<file path="config.mk">
export PLATFORM = sky130hd
export DESIGN_NAME = clk_gen_ctrl
export DESIGN_NICKNAME = d
export VERILOG_FILES = /design/src/rtl/clk_gen_pkg.sv /design/src/rtl/clk_gen_wave.sv /design/src/rtl/clk_gen_ctrl.sv
export SDC_FILE = /design/constraint.sdc
export NUM_CORES = 1
export LEC_CHECK = 0
export CAP_MARGIN = 10
export CORE_MARGIN = 1.5
export CORE_UTILIZATION = 38
export DETAILED_ROUTE_END_ITERATION = 10
export PLACE_DENSITY = 0.57
export SYNTH_ARGS = -nofsm -noshare
export SYNTH_HDL_FRONTEND = slang
export SYNTH_HIERARCHICAL = 1
export SYNTH_SLANG_ARGS = --single-unit
</file>
<file path="constraint.sdc">
create_clock -name clk -period 13.45 [get_ports clk]
set_input_delay 2.69 -clock clk [delete_from_list [all_inputs] [get_ports clk]]
set_output_delay 2.69 -clock clk [all_outputs]
set_load 0.02 [all_outputs]
</file>
<file path="src/rtl/clk_gen_pkg.sv">
// Shared types for the configurable clock generator: FSM states, the
// period/high/phase configuration record and its legality rule.
package clk_gen_pkg;

  localparam int CFG_W = 16;

  typedef enum logic [1:0] {
    IDLE,
    RUN,
    PEND,
    STOP
  } state_e;

  typedef struct packed {
    logic [CFG_W-1:0] period;
    logic [CFG_W-1:0] high;
    logic [CFG_W-1:0] phase;
  } cfg_t;

  // A config is usable only if it yields both a high and a low interval and
  // the phase offset lands inside one period.
  function automatic logic cfg_legal(input cfg_t c);
    return (c.period >= CFG_W'(2)) &&
           (c.high >= CFG_W'(1)) &&
           (c.high < c.period) &&
           (c.phase < c.period);
  endfunction

endpackage

</file>
<file path="src/rtl/clk_gen_wave.sv">
// Period counter plus registered reference and phase-shifted decodes.
// Holds the active config; a load strobe replaces it on the same edge.
module clk_gen_wave
  import clk_gen_pkg::*;
#(
  parameter cfg_t DEF_CFG = '{period: CFG_W'(10), high: CFG_W'(5), phase: CFG_W'(0)}
) (
  input  logic clk,
  input  logic rst_n,
  input  logic run,
  input  logic start,
  input  logic load,
  input  cfg_t load_cfg,
  output logic wrap,
  output logic clk_out_ref,
  output logic clk_out_phase
);

  cfg_t             act;
  cfg_t             act_n;
  logic [CFG_W-1:0] cnt;
  logic [CFG_W-1:0] cnt_n;
  logic [CFG_W:0]   pcnt_sum;
  logic [CFG_W:0]   pcnt;
  logic             ref_n;
  logic             phase_n;

  assign wrap = (cnt == act.period - 1'b1);

  // Outputs decode the next count with the next config so that the
  // registered waveform always matches the count it is shown with.
  always_comb begin
    act_n = load ? load_cfg : act;

    if (!run || start || wrap) cnt_n = '0;
    else                       cnt_n = cnt + 1'b1;

    // Phase never exceeds period-1, so the sum stays positive and below 2P.
    pcnt_sum = {1'b0, cnt_n} + {1'b0, act_n.period} - {1'b0, act_n.phase};
    if (pcnt_sum >= {1'b0, act_n.period}) pcnt = pcnt_sum - {1'b0, act_n.period};
    else                                  pcnt = pcnt_sum;

    ref_n   = run && (cnt_n < act_n.high);
    phase_n = run && (pcnt < {1'b0, act_n.high});
  end

  // NOTE: sequential state uses non-blocking assignments so every register
  // samples the pre-edge values, independent of statement order.
  always_ff @(posedge clk) begin
    if (!rst_n) begin
      act           <= DEF_CFG;
      cnt           <= '0;
      clk_out_ref   <= 1'b0;
      clk_out_phase <= 1'b0;
    end else begin
      act           <= act_n;
      cnt           <= cnt_n;
      clk_out_ref   <= ref_n;
      clk_out_phase <= phase_n;
    end
  end

endmodule

</file>
<file path="src/rtl/clk_gen_ctrl.sv">
// Clock generator controller: run/stop FSM, config handshake and the
// pending config that is applied only at a period boundary.
module clk_gen_ctrl
  import clk_gen_pkg::*;
#(
  parameter int CNT_W      = CFG_W,
  parameter int DEF_PERIOD = 10,
  parameter int DEF_HIGH   = 5,
  parameter int DEF_PHASE  = 0
) (
  input  logic             clk,
  input  logic             rst_n,
  input  logic             en,
  input  logic             cfg_valid,
  output logic             cfg_ready,
  input  logic [CNT_W-1:0] cfg_period,
  input  logic [CNT_W-1:0] cfg_high,
  input  logic [CNT_W-1:0] cfg_phase,
  output logic             cfg_err,
  output logic             clk_out_ref,
  output logic             clk_out_phase,
  output logic             period_tick,
  output logic             running
);

  localparam cfg_t DEF_CFG = '{
    period: CFG_W'(DEF_PERIOD),
    high:   CFG_W'(DEF_HIGH),
    phase:  CFG_W'(DEF_PHASE)
  };

  state_e state;
  state_e state_n;
  cfg_t   cfg_in;
  cfg_t   pend;
  cfg_t   load_cfg;
  logic   accept;
  logic   legal;
  logic   pend_we;
  logic   load;
  logic   run;
  logic   start;
  logic   wrap;

  assign cfg_in    = '{period: cfg_period, high: cfg_high, phase: cfg_phase};
  assign cfg_ready = (state == IDLE) || (state == RUN);
  assign accept    = cfg_valid && cfg_ready;
  assign legal     = cfg_legal(cfg_in);
  assign running   = (state != IDLE);
  assign period_tick = running && wrap;

  // NOTE: every signal written here gets a default first, so no path can
  // leave it unassigned and infer a latch.
  always_comb begin
    state_n  = state;
    load     = 1'b0;
    load_cfg = cfg_in;
    pend_we  = 1'b0;
    run      = 1'b1;
    start    = 1'b0;
    unique case (state)
      IDLE: begin
        run  = 1'b0;
        load = accept && legal;
        if (en) begin
          state_n = RUN;
          run     = 1'b1;
          start   = 1'b1;
        end
      end
      RUN: begin
        if (accept && legal) begin
          pend_we = 1'b1;
          state_n = PEND;
        end else if (!en) begin
          state_n = STOP;
        end
      end
      PEND: begin
        if (wrap) begin
          load     = 1'b1;
          load_cfg = pend;
          state_n  = en ? RUN : STOP;
        end
      end
      STOP: begin
        if (en) begin
          state_n = RUN;
        end else if (wrap) begin
          state_n = IDLE;
          run     = 1'b0;
        end
      end
      default: state_n = IDLE;
    endcase
  end

  always_ff @(posedge clk) begin
    if (!rst_n) begin
      state   <= IDLE;
      pend    <= '0;
      cfg_err <= 1'b0;
    end else begin
      state   <= state_n;
      cfg_err <= accept && !legal;
      if (pend_we) pend <= cfg_in;
    end
  end

  clk_gen_wave #(
    .DEF_CFG(DEF_CFG)
  ) u_wave (
    .clk          (clk),
    .rst_n        (rst_n),
    .run          (run),
    .start        (start),
    .load         (load),
    .load_cfg     (load_cfg),
    .wrap         (wrap),
    .clk_out_ref  (clk_out_ref),
    .clk_out_phase(clk_out_phase)
  );

endmodule

</file>
Word-level counts from Yosys, hierarchy flattened
Index checks and enable logic that the tools add are counted. W data, S select, Z words.

Output and inout port bits: 6. Bits of input ports: 52. Logic and storage cells: 70. Bits in registers: 117.

Multiplexer cells: 22. Equality and inequality tests: 8. Reduce and logical (&&, ||, !) cells: 17. $add $sub $neg: 5. Order comparisons: 7.

Operators by type and width (count): $mux W48 (3); $lt A16 B16 Y1 (3); $sub A17 B16 Y17 (2); $add A16 B16 Y17 (1); $ge A17 B16 Y1 (1); $lt A17 B16 Y1 (1); $mux W17 (1); $add A16 B1 Y16 const B (1); $eq A16 B16 Y1 (1); $ge A16 B1 Y1 const B (1); $ge A16 B2 Y1 const B (1); $mux W16 (1); $sub A16 B1 Y16 const B (1); $mux W2 (7); $logic_and A1 B1 Y1 (9); $pmux W2 S4 (1); $mux W1 (7); $ne A3 B2 Y1 const B (2); $eq A2 B2 Y1 const B (2); $pmux W1 S2 (2); $reduce_and A4 Y1 (1); $logic_or A1 B1 Y1 (3); $eq A2 B1 Y1 const B (1); $logic_not A1 Y1 (2); other kinds (4) (4).

Longest topological paths before layout
Gate-level depths: netlist of run 1.

Depth after elaboration: 15. Depth in mapped cells: 44. Mapped depth without buffers: 40.

Hierarchy
The synthesis of run 1 kept the hierarchy.

Modules (own cells, without submodules): clk_gen_wave (cells an instance 690, sequential area each 1321.3 sq um, area each 5905.7 sq um, times used 1); clk_gen_ctrl (cells an instance 406, sequential area each 1021.0 sq um, area each 3587.2 sq um, times used 1).

Least setup slack after synthesis of run 1
Ideal clock, no wire load.

Kind: in2reg. Start: input port cfg_period[9]. End: register u_wave.clk_out_phase. Data arrival time: 10.961 ns. Setup time: 0.091 ns. Setup slack: 2.398 ns. Data required time: 13.359 ns. Stages: 35. Buffers on the path: 4. Cell sequence: inv_1 -> ha_1 -> a21oi_1 -> o21ai_1 -> a2111oi_4 -> a211oi_4 -> nor3_1 -> a32o_1 -> clkdlybuf4s15_1 -> buf_1 -> clkbuf_1 -> mux2i_1 -> fa_1 -> inv_1 -> ha_1 -> a211oi_1 -> nor2_1 -> o311a_1 -> o41a_1 -> a211o_1 -> o31ai_1 -> xnor2_1 -> ha_1 -> o2111a_1 -> o31ai_1 -> nand3_1 -> clkbuf_1 -> mux2_2 -> ha_1 -> a21o_1 -> a21o_1 -> a21oi_1 -> o211ai_1 -> a221o_1 -> a311oi_1.

Longest elaborated chain between the ends: 13. Elaborated cells on any way between the ends: 18. Those cells by class: add/sub (3); order compare (5); mux (5); reduce/logical (5).

Ends and longest elaborated chain: from (decl) (line clk_gen_ctrl.sv:16) `input logic [CNT_W-1:0] cfg_period,`; $ge A16 B2 Y1 (line clk_gen_pkg.sv:23) `return (c.period >= CFG_W'(2)) &&`; $logic_and A1 B1 Y1 (line clk_gen_pkg.sv:23); $logic_and A1 B1 Y1 (line clk_gen_pkg.sv:24) `(c.high >= CFG_W'(1)) &&`; $logic_and A1 B1 Y1 * (line clk_gen_pkg.sv:25) `(c.high < c.period) &&`; $logic_and A1 B1 Y1 * (line clk_gen_ctrl.sv:64) `load = accept && legal;`; $pmux W1 S2 * (line clk_gen_ctrl.sv:61) `unique case (state)`; named net load (line clk_gen_ctrl.sv:40) `logic load;`; $mux W48 * (line clk_gen_wave.sv:33) `act_n = load ? load_cfg : act;`; $add A16 B16 Y17 (line clk_gen_wave.sv:39) `pcnt_sum = {1'b0, cnt_n} + {1'b0, act_n.period} - {1'b0, act_n.phase};`; $sub A17 B16 Y17 (line clk_gen_wave.sv:39); $sub A17 B16 Y17 or $ge A17 B16 Y1 (tied branches) (line clk_gen_wave.sv:40) `if (pcnt_sum >= {1'b0, act_n.period}) pcnt = pcnt_sum - {1'b0, act_n.period};`; $mux W17 (line clk_gen_wave.sv:40); $lt A17 B16 Y1 * (line clk_gen_wave.sv:44) `phase_n = run && (pcnt < {1'b0, act_n.high});`; $logic_and A1 B1 Y1 * (line clk_gen_wave.sv:44); to (signal assigned) (line clk_gen_wave.sv:59) `clk_out_phase <= phase_n;`; to (decl) (line clk_gen_wave.sv:16) `output logic clk_out_phase`.

Mark *: on every way through the listed nets, which the timed path passes. The rest lies on a longest branch. A chain may end at the register's enable or synchronous reset.

==> qor_table.md, run 1 <==
| Quantity | Value | Unit |
| --- | --- | --- |
| Result of the run | finished, final reports clean | - |
| Site row count | 57 | - |
| Area growth from synthesis to layout | 15.2 | % |
| Initial DRT Pass Iterations | 5 | - |
| Total internal power | 1.53 | mW |
| Ratio of total power to cell area | 248 | nW/um^2 |
| Pin count of the biggest net entering global routing | 98 | - |
| Hold-fix buffers, CTS | 0 | - |
| Maximum frequency from static timing analysis | 82.9 | MHz |
| Global-route usage over all layers | 0.204 | - |
| Number of max-slew violations in the final report | 0 | - |
| Netlist area before placement | 9490 | um^2 |
| Bufs on Longest Clock Path | 2 | - |
| Number of levels in the clock H-tree | 4 | - |
| Setup Viol. Count Final | 0 | - |
| Most frequent CP cell | sky130_fd_sc_hd__ha_1 | - |
| Crit path largest cell delay | 0.89 | ns |
| Clock latency of the later-clocked register in the worst-skew pair | 0.43 | ns |
| Worst Tran Pin Value | 0.958 | ns |
| Final clock skew | 0.0123 | ns |
| Core area | 24400 | um^2 |
| Starting utilization of the core area | 0.389 | - |
| Number of standard cells after synthesis | 1096 | - |
| Num Clock Sinks | 117 | - |
| Critical path buffer and inverter count | 3 | - |
| Most common library cell in the layout ignoring fill and taps | sky130_fd_sc_hd__nand2_1 | - |
| Number of endpoints with negative hold slack in the final report | 0 | - |
| Number of register bits inferred by synthesis | 117 | - |
| Clock-pin slew reported for the worst setup and hold paths after clock tree synthesis | 0.06 | ns |
| Number of global-route vias before repair | 7881 | - |
| Worst-case vdd ir drop | 0.000128 | V |
| Count of buffers inserted at the top-level ports | 57 | - |
| Highest-count cells in the layout ignoring fill and taps | sky130_fd_sc_hd__nand2_1, sky130_fd_sc_hd__dfxtp_1, sky130_fd_sc_hd__ha_1 | - |
| Critical path type | in -> reg | - |
| Detail-routed net length per standard cell | 17.2 | um |
| Number of resized instances in the post-cts repair step | 0 | - |
| Required @ worst endpoint | 13.79 | ns |
| Share of synthesized flip-flops with an asynchronous set or reset | 0 | - |
| Overall die width | 161 | um |
| YS warnings | 6 | - |
| Antenna-violating nets left | 0 | - |
| Die area | 25900 | um^2 |
| Unrepaired setup endpoints after global routing | false | - |
| GR Overflow Total | 0 | - |
| Share of total power in the clock network | 0.180 | - |
| Fillers | 2393 | - |
| Static leakage power | 4.59 | nW |
| Critical path's slowest cell | sky130_fd_sc_hd__a32o_2 | - |
| Family with the most delay on the worst path | compound AO/OA/AOI/OAI gates | - |
| Nets@finish | 1307 | - |
| Die height | 161 | um |
| Startpoint Class | primary input | - |
| Part of the cycle the worst path needs | 0.897 | - |
| Finished Core Util | 0.448 | - |
| Post-route standard cell area excluding fillers | 10900 | um^2 |
| TritonCTS clock tree | done | - |
| Synth Net Count | 1263 | - |
| Power dissipated by switching net loads | 1.18 | mW |
| Via density per instance | 5.28 | - |
| Hold WC Path Type | reg -> reg | - |
| DRT Wirelength | 25.3 | mm |
| Switching fraction of total power | 0.434 | - |
| Via count | 7790 | - |
| Number of buffers added by the clock tree synthesis step | 17 | - |
| Peak fanout along the critical path | 29 | - |
| Count of distinct cell types in the synthesized netlist | 76 | - |
| Buffers inserted by post-CTS timing repair | 0 | - |
| Last weighted congestion value of the routability-driven placer | 0.853 | - |
| Slew HR | 0.361 | - |
| Total cell area at the placement stage | 10300 | um^2 |
| CP Data Arrival Time | 12.41 | ns |
| Post-synthesis average cell area | 8.66 | um^2 |
| Tmin final | 12.07 | ns |
| Cell type with the highest aggregate area in the netlist | sky130_fd_sc_hd__dfxtp_1 | - |
| 1st-iter DRT viols | 516 | - |
| Critical path endpoint category | register | - |
| Comb power frac | 0.674 | - |
| Sequential cell fraction of total power | 0.146 | - |
| Antenna violations before repair | 0 | - |
| Root buf cell | sky130_fd_sc_hd__clkbuf_16 | - |
| Wire length of the first global-routing pass | 41.4 | mm |
| Proportion of layout cells with a drive suffix above 1 | 0.122 | - |
| Post-detailed-placement half-perimeter wirelength | 20.1 | mm |
| Boundary pin count | 58 | - |
| Number of violations of the max-capacitance limit | 0 | - |
| Sequential element share of the synthesized area | 0.247 | - |
| Total DRC errors in the routed layout | 0 | - |
| EDFF count, synth | 0 | - |
| Number of antenna repair diodes | 0 | - |
| Yosys top cell area share | 0.247 | - |
| Setup TNS Final | 0 | ns |
| Cell types occupying the most area after synthesis | sky130_fd_sc_hd__dfxtp_1, sky130_fd_sc_hd__ha_1, sky130_fd_sc_hd__mux2i_1 | - |
| Post-synth top flop | sky130_fd_sc_hd__dfxtp_1 | - |
## metal layers
metal	up-vias	global-route usage	wire length (um)
li1	3934	-	-
met1	3673	0.275	12500
met2	146	0.330	11400
met3	37	0.0290	779
met4	0	0.0779	668
met5	-	0	0
## metrics by stage
step                      power [mW]  hold slack [ns]  instances  setup WS (ns)
after global routing            2.96            0.469       1476          0.706
after detailed placement        2.22            0.443       1445          0.969
after global placement          2.21            0.440       1445           1.16
final                           2.71            0.454       1476           1.38
after floorplan                 1.82            0.432       1096           2.40
after CTS                       2.72            0.457       1476           1.39
## worst paths after layout
check,start,to,slack (ns),cells past startpoint
setup reg to reg,u_wave/act[34],u_wave/clk_out_phase,3.06,33
hold reg to reg,pend[20],pend[20],0.45,2
hold / removal,pend[20],pend[20],0.45,2
setup / recovery,cfg_period[11],u_wave/clk_out_phase,1.38,33
## power groups by stage
stage / Clock (mW) / Sequential [mW] / Combinational, mW
2_1_floorplan: 0 / 0.400 / 1.42
3_3_place_gp: 0 / 0.402 / 1.81
3_5_place_dp: 0 / 0.402 / 1.82
4_1_cts: 0.496 / 0.395 / 1.83
5_1_grt: 0.513 / 0.399 / 2.05
6_report: 0.488 / 0.395 / 1.83
## flip-flops by register name, indices dropped and copies added, names as in the netlist
signal	flops
cfg_err	1
u_wave/clk_out_phase	1
u_wave/clk_out_ref	1
u_wave/act	48
u_wave/cnt	16
state	2
pend	48
## cell families after synthesis
family | synth area share
adder cells (fa/ha/maj) | 0.166
AO/OA/AOI/OAI | 0.131
XOR/XNOR | 0.0517
flip-flops | 0.247
multiplexers | 0.170
AND/OR/NAND/NOR | 0.180
buffers and inverters | 0.0554
## Yosys cell counts, types with 4 or more instances
library cell and count:
sky130_fd_sc_hd__xnor2_1 37, sky130_fd_sc_hd__o21bai_1 4, sky130_fd_sc_hd__o31ai_1 5, sky130_fd_sc_hd__a2111oi_0 4
sky130_fd_sc_hd__xor2_1 19, sky130_fd_sc_hd__clkbuf_1 25, sky130_fd_sc_hd__a211oi_1 13, sky130_fd_sc_hd__nor2_1 89
sky130_fd_sc_hd__a211o_1 8, sky130_fd_sc_hd__a21o_1 22, sky130_fd_sc_hd__nand2_1 131, sky130_fd_sc_hd__nor3_1 8
sky130_fd_sc_hd__or2_2 19, sky130_fd_sc_hd__buf_1 4, sky130_fd_sc_hd__nand2b_1 9, sky130_fd_sc_hd__mux2i_1 81
sky130_fd_sc_hd__or3_1 6, sky130_fd_sc_hd__nor4_1 9, sky130_fd_sc_hd__dfxtp_1 117, sky130_fd_sc_hd__o21ai_0 30
sky130_fd_sc_hd__fa_1 17, sky130_fd_sc_hd__o21a_1 11, sky130_fd_sc_hd__nand4_1 14, sky130_fd_sc_hd__nor2b_1 7
sky130_fd_sc_hd__mux2_2 71, sky130_fd_sc_hd__inv_1 81, sky130_fd_sc_hd__and2_1 22, sky130_fd_sc_hd__ha_1 98
sky130_fd_sc_hd__a21oi_1 39, sky130_fd_sc_hd__and3_1 10, sky130_fd_sc_hd__nand3_1 16, sky130_fd_sc_hd__a31oi_1 5
## final cells by class
type	count	area (um^2)	share of cell area
Multi-Input combinational cell	858	6630	0.606
Sequential cell	117	2340	0.214
Timing Repair Buffer	64	621	0.0567
Clock buffer	23	488	0.0446
Tap cell	324	405	0.0371
Inverter	82	308	0.0281
Clock inverter	8	146	0.0134
## worst register-to-register path, delay by kind of cell (launching register included)
| family | cells | cell delay [ns] |
|---|---|---|
| AND/OR/NAND/NOR | 9 | 3.33 |
| multiplexers | 3 | 1.31 |
| buffers and inverters | 2 | 0.52 |
| XOR/XNOR | 2 | 0.30 |
| adder cells (fa/ha/maj) | 4 | 1.51 |
| flip-flops | 1 | 0.38 |
| AO/OA/AOI/OAI | 13 | 2.98 |
Note: power is estimated with default switching activity, not from simulation.
==> run 2, diff against run 1 <==
--- a/config.mk
+++ b/config.mk
@@ -5,6 +5,7 @@
 export SDC_FILE = /design/constraint.sdc
 export NUM_CORES = 1
 export LEC_CHECK = 0
+export ABC_AREA = 1
 export CAP_MARGIN = 10
 export CORE_MARGIN = 1.5
 export CORE_UTILIZATION = 38
==> run 2 against run 1 <==
  * Die area fell by 0.86%
  * Hold slack improved by 0.013 ns
  * Global-route usage rose by 1.7 points
  * Routed wire length rose by 10%
  * Cell area fell by 0.31%
  * Sequential share of layout area rose by 0.066 points
  * Register-to-register slack improved by 0.05 ns
  * Core utilization barely moved
  * Fmax rose by 12%
  * First-iteration DRC count rose by 11%
  * Synthesized area fell by 0.87%
  * Critical path type unchanged
  * Largest cell class unchanged
==> qor_table.md, run 2 <==
| Quantity | Value | Unit | Change |
| --- | --- | --- | --- |
| Most common library cell in the layout ignoring fill and taps | sky130_fd_sc_hd__nand2_1 | - | unchanged |
| Post-detailed-placement half-perimeter wirelength | 21.8 | mm | was 20.1 mm |
| Area growth from synthesis to layout | 15.9 | % | was 15.2% |
| Startpoint Class | primary input | - | unchanged |
| Total cell area at the placement stage | 10300 | um^2 | about the same |
| Synth Net Count | 1531 | - | was 1263 |
| EDFF count, synth | 0 | - | unchanged |
| Post-route standard cell area excluding fillers | 10900 | um^2 | about the same |
| Cell type with the highest aggregate area in the netlist | sky130_fd_sc_hd__dfxtp_1 | - | unchanged |
| Hold WC Path Type | reg -> reg | - | unchanged |
| Antenna-violating nets left | 0 | - | unchanged |
| TritonCTS clock tree | done | - | unchanged |
| Tmin final | 10.76 | ns | was 12.07 ns |
| Pin count of the biggest net entering global routing | 69 | - | was 98 |
| Required @ worst endpoint | 13.72 | ns | was 13.79 ns |
| Die height | 160 | um | was 161 um |
| Setup TNS Final | 0 | ns | unchanged |
| Highest-count cells in the layout ignoring fill and taps | sky130_fd_sc_hd__nand2_1, sky130_fd_sc_hd__nor2_1, sky130_fd_sc_hd__inv_1 | - | was sky130_fd_sc_hd__nand2_1, sky130_fd_sc_hd__dfxtp_1, sky130_fd_sc_hd__ha_1 |
| Part of the cycle the worst path needs | 0.800 | - | was 0.897 |
| Clock-pin slew reported for the worst setup and hold paths after clock tree synthesis | 0.05 | ns | was 0.06 ns |
| Number of max-slew violations in the final report | 0 | - | unchanged |
| 1st-iter DRT viols | 575 | - | was 516 |
| Antenna violations before repair | 0 | - | unchanged |
| Cell types occupying the most area after synthesis | sky130_fd_sc_hd__dfxtp_1, sky130_fd_sc_hd__ha_1, sky130_fd_sc_hd__nand2_1 | - | was sky130_fd_sc_hd__dfxtp_1, sky130_fd_sc_hd__ha_1, sky130_fd_sc_hd__mux2i_1 |
| Post-synthesis average cell area | 6.90 | um^2 | was 8.66 um^2 |
| Global-route usage over all layers | 0.220 | - | was 0.204 |
| Boundary pin count | 58 | - | unchanged |
| Number of standard cells after synthesis | 1364 | - | was 1096 |
| Ranking of synthesized cells by instance count | sky130_fd_sc_hd__nand2_1, sky130_fd_sc_hd__nor2_1, sky130_fd_sc_hd__inv_1 | - | was sky130_fd_sc_hd__nand2_1, sky130_fd_sc_hd__dfxtp_1, sky130_fd_sc_hd__ha_1 |
| Site row count | 57 | - | unchanged |
| Overall die width | 160 | um | was 161 um |
| Via density per instance | 5.01 | - | was 5.28 |
| Via count | 8725 | - | was 7790 |
| GR Overflow Total | 0 | - | unchanged |
| Count of distinct cell types in the synthesized netlist | 46 | - | was 76 |
| Number of global-route vias before repair | 8118 | - | was 7881 |
| Critical path type | in -> reg | - | unchanged |
| Final hold slack | 0.467 | ns | was 0.454 ns |
| Final clock skew | 0.00608 | ns | was 0.0123 ns |
| Core area | 24300 | um^2 | was 24400 um^2 |
| Most frequent CP cell | sky130_fd_sc_hd__nand2_1 | - | was sky130_fd_sc_hd__ha_1 |
| Unrepaired setup endpoints after global routing | false | - | unchanged |
| Starting utilization of the core area | 0.387 | - | was 0.389 |
| CP Data Arrival Time | 11.03 | ns | was 12.41 ns |
| Yosys top cell area share | 0.249 | - | was 0.247 |
| Critical path endpoint category | register | - | unchanged |
| Worst Tran Pin Value | 1.11 | ns | was 0.958 ns |
| Slew HR | 0.260 | - | was 0.361 |
| Count of buffers inserted at the top-level ports | 57 | - | unchanged |
| Post-synth top flop | sky130_fd_sc_hd__dfxtp_1 | - | unchanged |
| Last weighted congestion value of the routability-driven placer | 0.895 | - | was 0.853 |
| Critical path's slowest cell | sky130_fd_sc_hd__fa_1 | - | was sky130_fd_sc_hd__a32o_2 |
| Buffers inserted by post-CTS timing repair | 0 | - | unchanged |
| Initial DRT Pass Iterations | 5 | - | unchanged |
| Crit path largest cell delay | 0.56 | ns | was 0.89 ns |
| Number of levels in the clock H-tree | 4 | - | unchanged |
| Proportion of layout cells with a drive suffix above 1 | 0.0762 | - | was 0.122 |
| YS warnings | 6 | - | unchanged |
| Peak fanout along the critical path | 42 | - | was 29 |
| Number of buffers added by the clock tree synthesis step | 17 | - | unchanged |
| Nets@finish | 1571 | - | was 1307 |
| DRT Wirelength | 27.9 | mm | was 25.3 mm |
| Root buf cell | sky130_fd_sc_hd__clkbuf_16 | - | unchanged |
| Num Clock Sinks | 117 | - | unchanged |
| Bufs on Longest Clock Path | 2 | - | unchanged |
| Result of the run | finished, final reports clean | - | unchanged |
| Number of resized instances in the post-cts repair step | 0 | - | unchanged |
| Setup Viol. Count Final | 0 | - | unchanged |
| Number of antenna repair diodes | 0 | - | unchanged |
| Registers with the most flip-flops | pend (48), u_wave/act (48), u_wave/cnt (16) | - | unchanged |
| Sequential element share of the synthesized area | 0.249 | - | was 0.247 |
| Detail-routed net length per standard cell | 16.0 | um | was 17.2 um |
| Netlist area before placement | 9410 | um^2 | was 9490 um^2 |
| Number of endpoints with negative hold slack in the final report | 0 | - | unchanged |
| Hold-fix buffers, CTS | 0 | - | unchanged |
| Maximum frequency from static timing analysis | 93.0 | MHz | was 82.9 MHz |
| Share of synthesized flip-flops with an asynchronous set or reset | 0 | - | unchanged |
| Number of violations of the max-capacitance limit | 0 | - | unchanged |
| Wire length of the first global-routing pass | 44.1 | mm | was 41.4 mm |
| Library cell with the highest instance count after synthesis | sky130_fd_sc_hd__nand2_1 | - | unchanged |
| Number of register bits inferred by synthesis | 117 | - | unchanged |
| Clock latency of the later-clocked register in the worst-skew pair | 0.43 | ns | about the same |
| Total DRC errors in the routed layout | 0 | - | unchanged |
| Fillers | 2462 | - | was 2393 |
| Die area | 25700 | um^2 | was 25900 um^2 |
[run 2: worst max-delay path, delay by kind of cell]
family,cells,cell delay (ns)
AOI/OAI and AO/OA,7,1.17
and+or+nand+nor,25,3.16
buffers and inverters,9,1.82
xor gates and xnor gates,1,0.23
adders and majority gates,5,1.95
[run 2: final timing paths]
kind	from	end	slack (ns)	cells past startpoint
hold / removal	u_wave/act[12]	u_wave/act[12]	0.47	2
hold reg to reg	u_wave/act[12]	u_wave/act[12]	0.47	2
setup / recovery	cfg_period[15]	u_wave/clk_out_phase	2.69	47
setup reg to reg	u_wave/act[32]	u_wave/clk_out_phase	3.11	48
[run 2: stage by stage]
stage / setup slack (ns) / util / cells
after floorplan: 3.89 / - / 1364
after global placement: 2.39 / 0.422 / 1709
after detailed placement: 2.26 / 0.422 / 1709
after CTS: 2.70 / 0.448 / 1741
after global routing: 1.88 / 0.448 / 1741
final: 2.69 / 0.448 / 1741
[run 2: metal layers]
metal  track usage  wire [um]  vias to the layer above
li1              -          -                     4546
met1         0.302      13600                     3992
met2         0.364      13000                      167
met3        0.0305        957                       20
met4        0.0569        373                        0
met5             0          0                        -
[run 2: area by class of cell]
cell class	instances	area, um^2	share of cell area
tap	324	405	0.0372
sequential	117	2340	0.215
timing repair buffer	65	626	0.0574
clock buffer	23	478	0.0438
clock inverter	9	173	0.0158
inverter	158	593	0.0544
multi-input combinational	1045	6290	0.577
[run 2: cells by family (layout without fill, tap and decap cells)]
logic type / Yosys count / count (layout) / share of synthesized area
buf+inv: 202 / 255 / 0.0843
fa+ha+maj: 115 / 115 / 0.166
compound gates: 201 / 201 / 0.114
flops: 117 / 117 / 0.249
mux: 51 / 51 / 0.0581
xor+xnor: 42 / 42 / 0.0391
simple gates: 636 / 636 / 0.289
Power of run 2 is not shown: default switching activity piles up to over one toggle a cycle in this logic, so the estimate is an artifact.
==> run 3, diff against run 2 <==
==> constraint.sdc (replaced) <==
create_clock -name clk -period 10.9 [get_ports clk]
set_input_delay 2.18 -clock clk [delete_from_list [all_inputs] [get_ports clk]]
set_output_delay 2.18 -clock clk [all_outputs]
set_load 0.02 [all_outputs]
==> run 3 against run 2 <==
  * Cell area grew 0.39%
  * Count of clock-buffer cells in the layout is the same
  * Non-clock buffer count grew 9
  * Hold slack lost 0.0091 ns
  * Global-route usage grew 0.65 points
  * First-iteration DRC count shrank 0.17%
  * Critical path depth shrank 2
  * Flip-flop and latch count is the same
  * Via count is essentially flat
  * Routed wire length grew 2.2%
  * Sequential share of layout area shrank 0.083 points
  * Cell count grew 0.46%
==> qor_table.md, run 3 (same netlist as run 2, synthesis figures left out) <==
| Quantity | Value | Unit | Change |
| --- | --- | --- | --- |
| Die height | 160 | um | unchanged |
| Global-route usage over all layers | 0.227 | - | was 0.220 |
| Clock-pin slew reported for the worst setup and hold paths after clock tree synthesis | 0.06 | ns | was 0.05 ns |
| Number of buffers added by the clock tree synthesis step | 17 | - | unchanged |
| Last weighted congestion value of the routability-driven placer | 0.933 | - | was 0.895 |
| Boundary pin count | 58 | - | unchanged |
| Area growth from synthesis to layout | 16.3 | % | was 15.9% |
| Startpoint Class | primary input | - | unchanged |
| CP Data Arrival Time | 10.35 | ns | was 11.03 ns |
| Hold WC Path Type | reg -> reg | - | unchanged |
| Hold-fix buffers, CTS | 0 | - | unchanged |
| Required @ worst endpoint | 11.25 | ns | was 13.72 ns |
| Number of global-route vias before repair | 8372 | - | was 8118 |
| DRT Wirelength | 28.5 | mm | was 27.9 mm |
| Starting utilization of the core area | 0.387 | - | unchanged |
| Proportion of layout cells with a drive suffix above 1 | 0.0814 | - | was 0.0762 |
| Total placed cells including tap cells | 1718 | - | was 1709 |
| Bufs on Longest Clock Path | 2 | - | unchanged |
| Worst hold path stage count | 2 | - | unchanged |
| Buffers inserted by post-CTS timing repair | 0 | - | unchanged |
| Number of antenna repair diodes | 0 | - | unchanged |
| Post-detailed-placement half-perimeter wirelength | 22.3 | mm | was 21.8 mm |
| GR Overflow Total | 0 | - | unchanged |
| Core area | 24300 | um^2 | unchanged |
| Most frequent CP cell | sky130_fd_sc_hd__nand2_1 | - | unchanged |
| Via count | 8723 | - | was 8725 |
| Pin count of the biggest net entering global routing | 62 | - | was 69 |
| Fillers | 2443 | - | was 2462 |
| Logic depth of the worst setup path including buffers | 45 | - | was 47 |
| Most common library cell in the layout ignoring fill and taps | sky130_fd_sc_hd__nand2_1 | - | unchanged |
| Family with the most delay on the worst path | simple AND/OR/NAND/NOR gates | - | unchanged |
| Nets@finish | 1580 | - | was 1571 |
| Initial DRT Pass Iterations | 8 | - | was 5 |
| Wire length of the first global-routing pass | 45.6 | mm | was 44.1 mm |
| Result of the run | finished, final reports clean | - | unchanged |
| Sequential standard cell area | 2340 | um^2 | unchanged |
| Clock latency of the later-clocked register in the worst-skew pair | 0.42 | ns | was 0.43 ns |
| Antenna-violating nets left | 0 | - | unchanged |
| Number of resized instances in the post-cts repair step | 0 | - | unchanged |
| Setup TNS Final | 0 | ns | unchanged |
| Number of standard cells in the final layout excluding fillers | 1749 | - | was 1741 |
| Critical path's slowest cell | sky130_fd_sc_hd__nand2_1 | - | was sky130_fd_sc_hd__fa_1 |
| Peak fanout along the critical path | 42 | - | unchanged |
| Total DRC errors in the routed layout | 0 | - | unchanged |
| Crit path largest cell delay | 0.56 | ns | about the same |
| Final hold slack | 0.458 | ns | was 0.467 ns |
| Unrepaired setup endpoints after global routing | false | - | unchanged |
| Detail-routed net length per standard cell | 16.3 | um | was 16.0 um |
| Final clock skew | 0.00784 | ns | was 0.00608 ns |
| Area of combinational cells with multiple inputs | 6290 | um^2 | unchanged |
| Number of max-slew violations in the final report | 0 | - | unchanged |
| Worst Tran Pin Value | 1.11 | ns | about the same |
| Overall die width | 160 | um | unchanged |
| Critical path type | in -> reg | - | unchanged |
| Number of cells on the worst reg-to-reg path | 48 | - | unchanged |
| Antenna violations before repair | 0 | - | unchanged |
| Number of violations of the max-capacitance limit | 0 | - | unchanged |
| Part of the cycle the worst path needs | 0.918 | - |  |
| Slew HR | 0.259 | - | was 0.260 |
| Num Clock Sinks | 117 | - | unchanged |
| Die area | 25700 | um^2 | unchanged |
| Maximum frequency from static timing analysis | 100 | MHz |  |
| Count of buffers inserted at the top-level ports | 57 | - | unchanged |
| Registers with the most flip-flops | pend (48), u_wave/act (48), u_wave/cnt (16) | - | unchanged |
| 1st-iter DRT viols | 574 | - | was 575 |
| Via density per instance | 4.99 | - | was 5.01 |
| TritonCTS clock tree | done | - | unchanged |
| Number of levels in the clock H-tree | 4 | - | unchanged |
| Number of endpoints with negative hold slack in the final report | 0 | - | unchanged |
| Critical path buffer and inverter count | 6 | - | was 9 |
| Site row count | 57 | - | unchanged |
| Tmin final | 10.00 | ns |  |
| Root buf cell | sky130_fd_sc_hd__clkbuf_16 | - | unchanged |
| Critical path endpoint category | register | - | unchanged |
| Highest-count cells in the layout ignoring fill and taps | sky130_fd_sc_hd__nand2_1, sky130_fd_sc_hd__nor2_1, sky130_fd_sc_hd__inv_1 | - | unchanged |
| Setup Viol. Count Final | 0 | - | unchanged |
[run 3: cell type report]
type / count / share of cell area
Sequential cell: 117 / 0.214
Clock buffer: 23 / 0.0437
Multi-Input combinational cell: 1045 / 0.574
Inverter: 158 / 0.0542
Timing Repair Buffer: 74 / 0.0633
Tap cell: 324 / 0.0370
Clock inverter: 8 / 0.0135
[run 3: path summary, 6_finish.rpt]
path	startpoint	to	slack [ns]
setup / recovery	cfg_period[11]	u_wave/clk_out_phase	0.90
hold / removal	u_wave/act[16]	u_wave/act[16]	0.46
setup reg to reg	u_wave/act[32]	u_wave/clk_out_phase	1.11
hold reg to reg	u_wave/act[16]	u_wave/act[16]	0.46
[run 3: stage by stage]
step           instance area, um^2  worst slack [ns]  utilization
5_1_grt                      10900             0.122        0.450
2_1_floorplan                 9410              1.85            -
3_5_place_dp                 10300             0.505        0.424
4_1_cts                      10900             0.926        0.450
6_report                     10900             0.896        0.450
3_3_place_gp                 10300             0.629        0.424
[run 3: tightest hold or removal path, cell delays in order (launching register included)]
cell,delay [ns]
sky130_fd_sc_hd__dfxtp_1,0.31
sky130_fd_sc_hd__nand2_1,0.06
sky130_fd_sc_hd__nand3_1,0.06
[run 3: layer usage]
metal  track usage  wire length [um]
met1         0.313             14100
met2         0.370             13000
met3        0.0341               950
met4        0.0595               496
met5             0                 0
Power of run 3 is left out for the same reason.
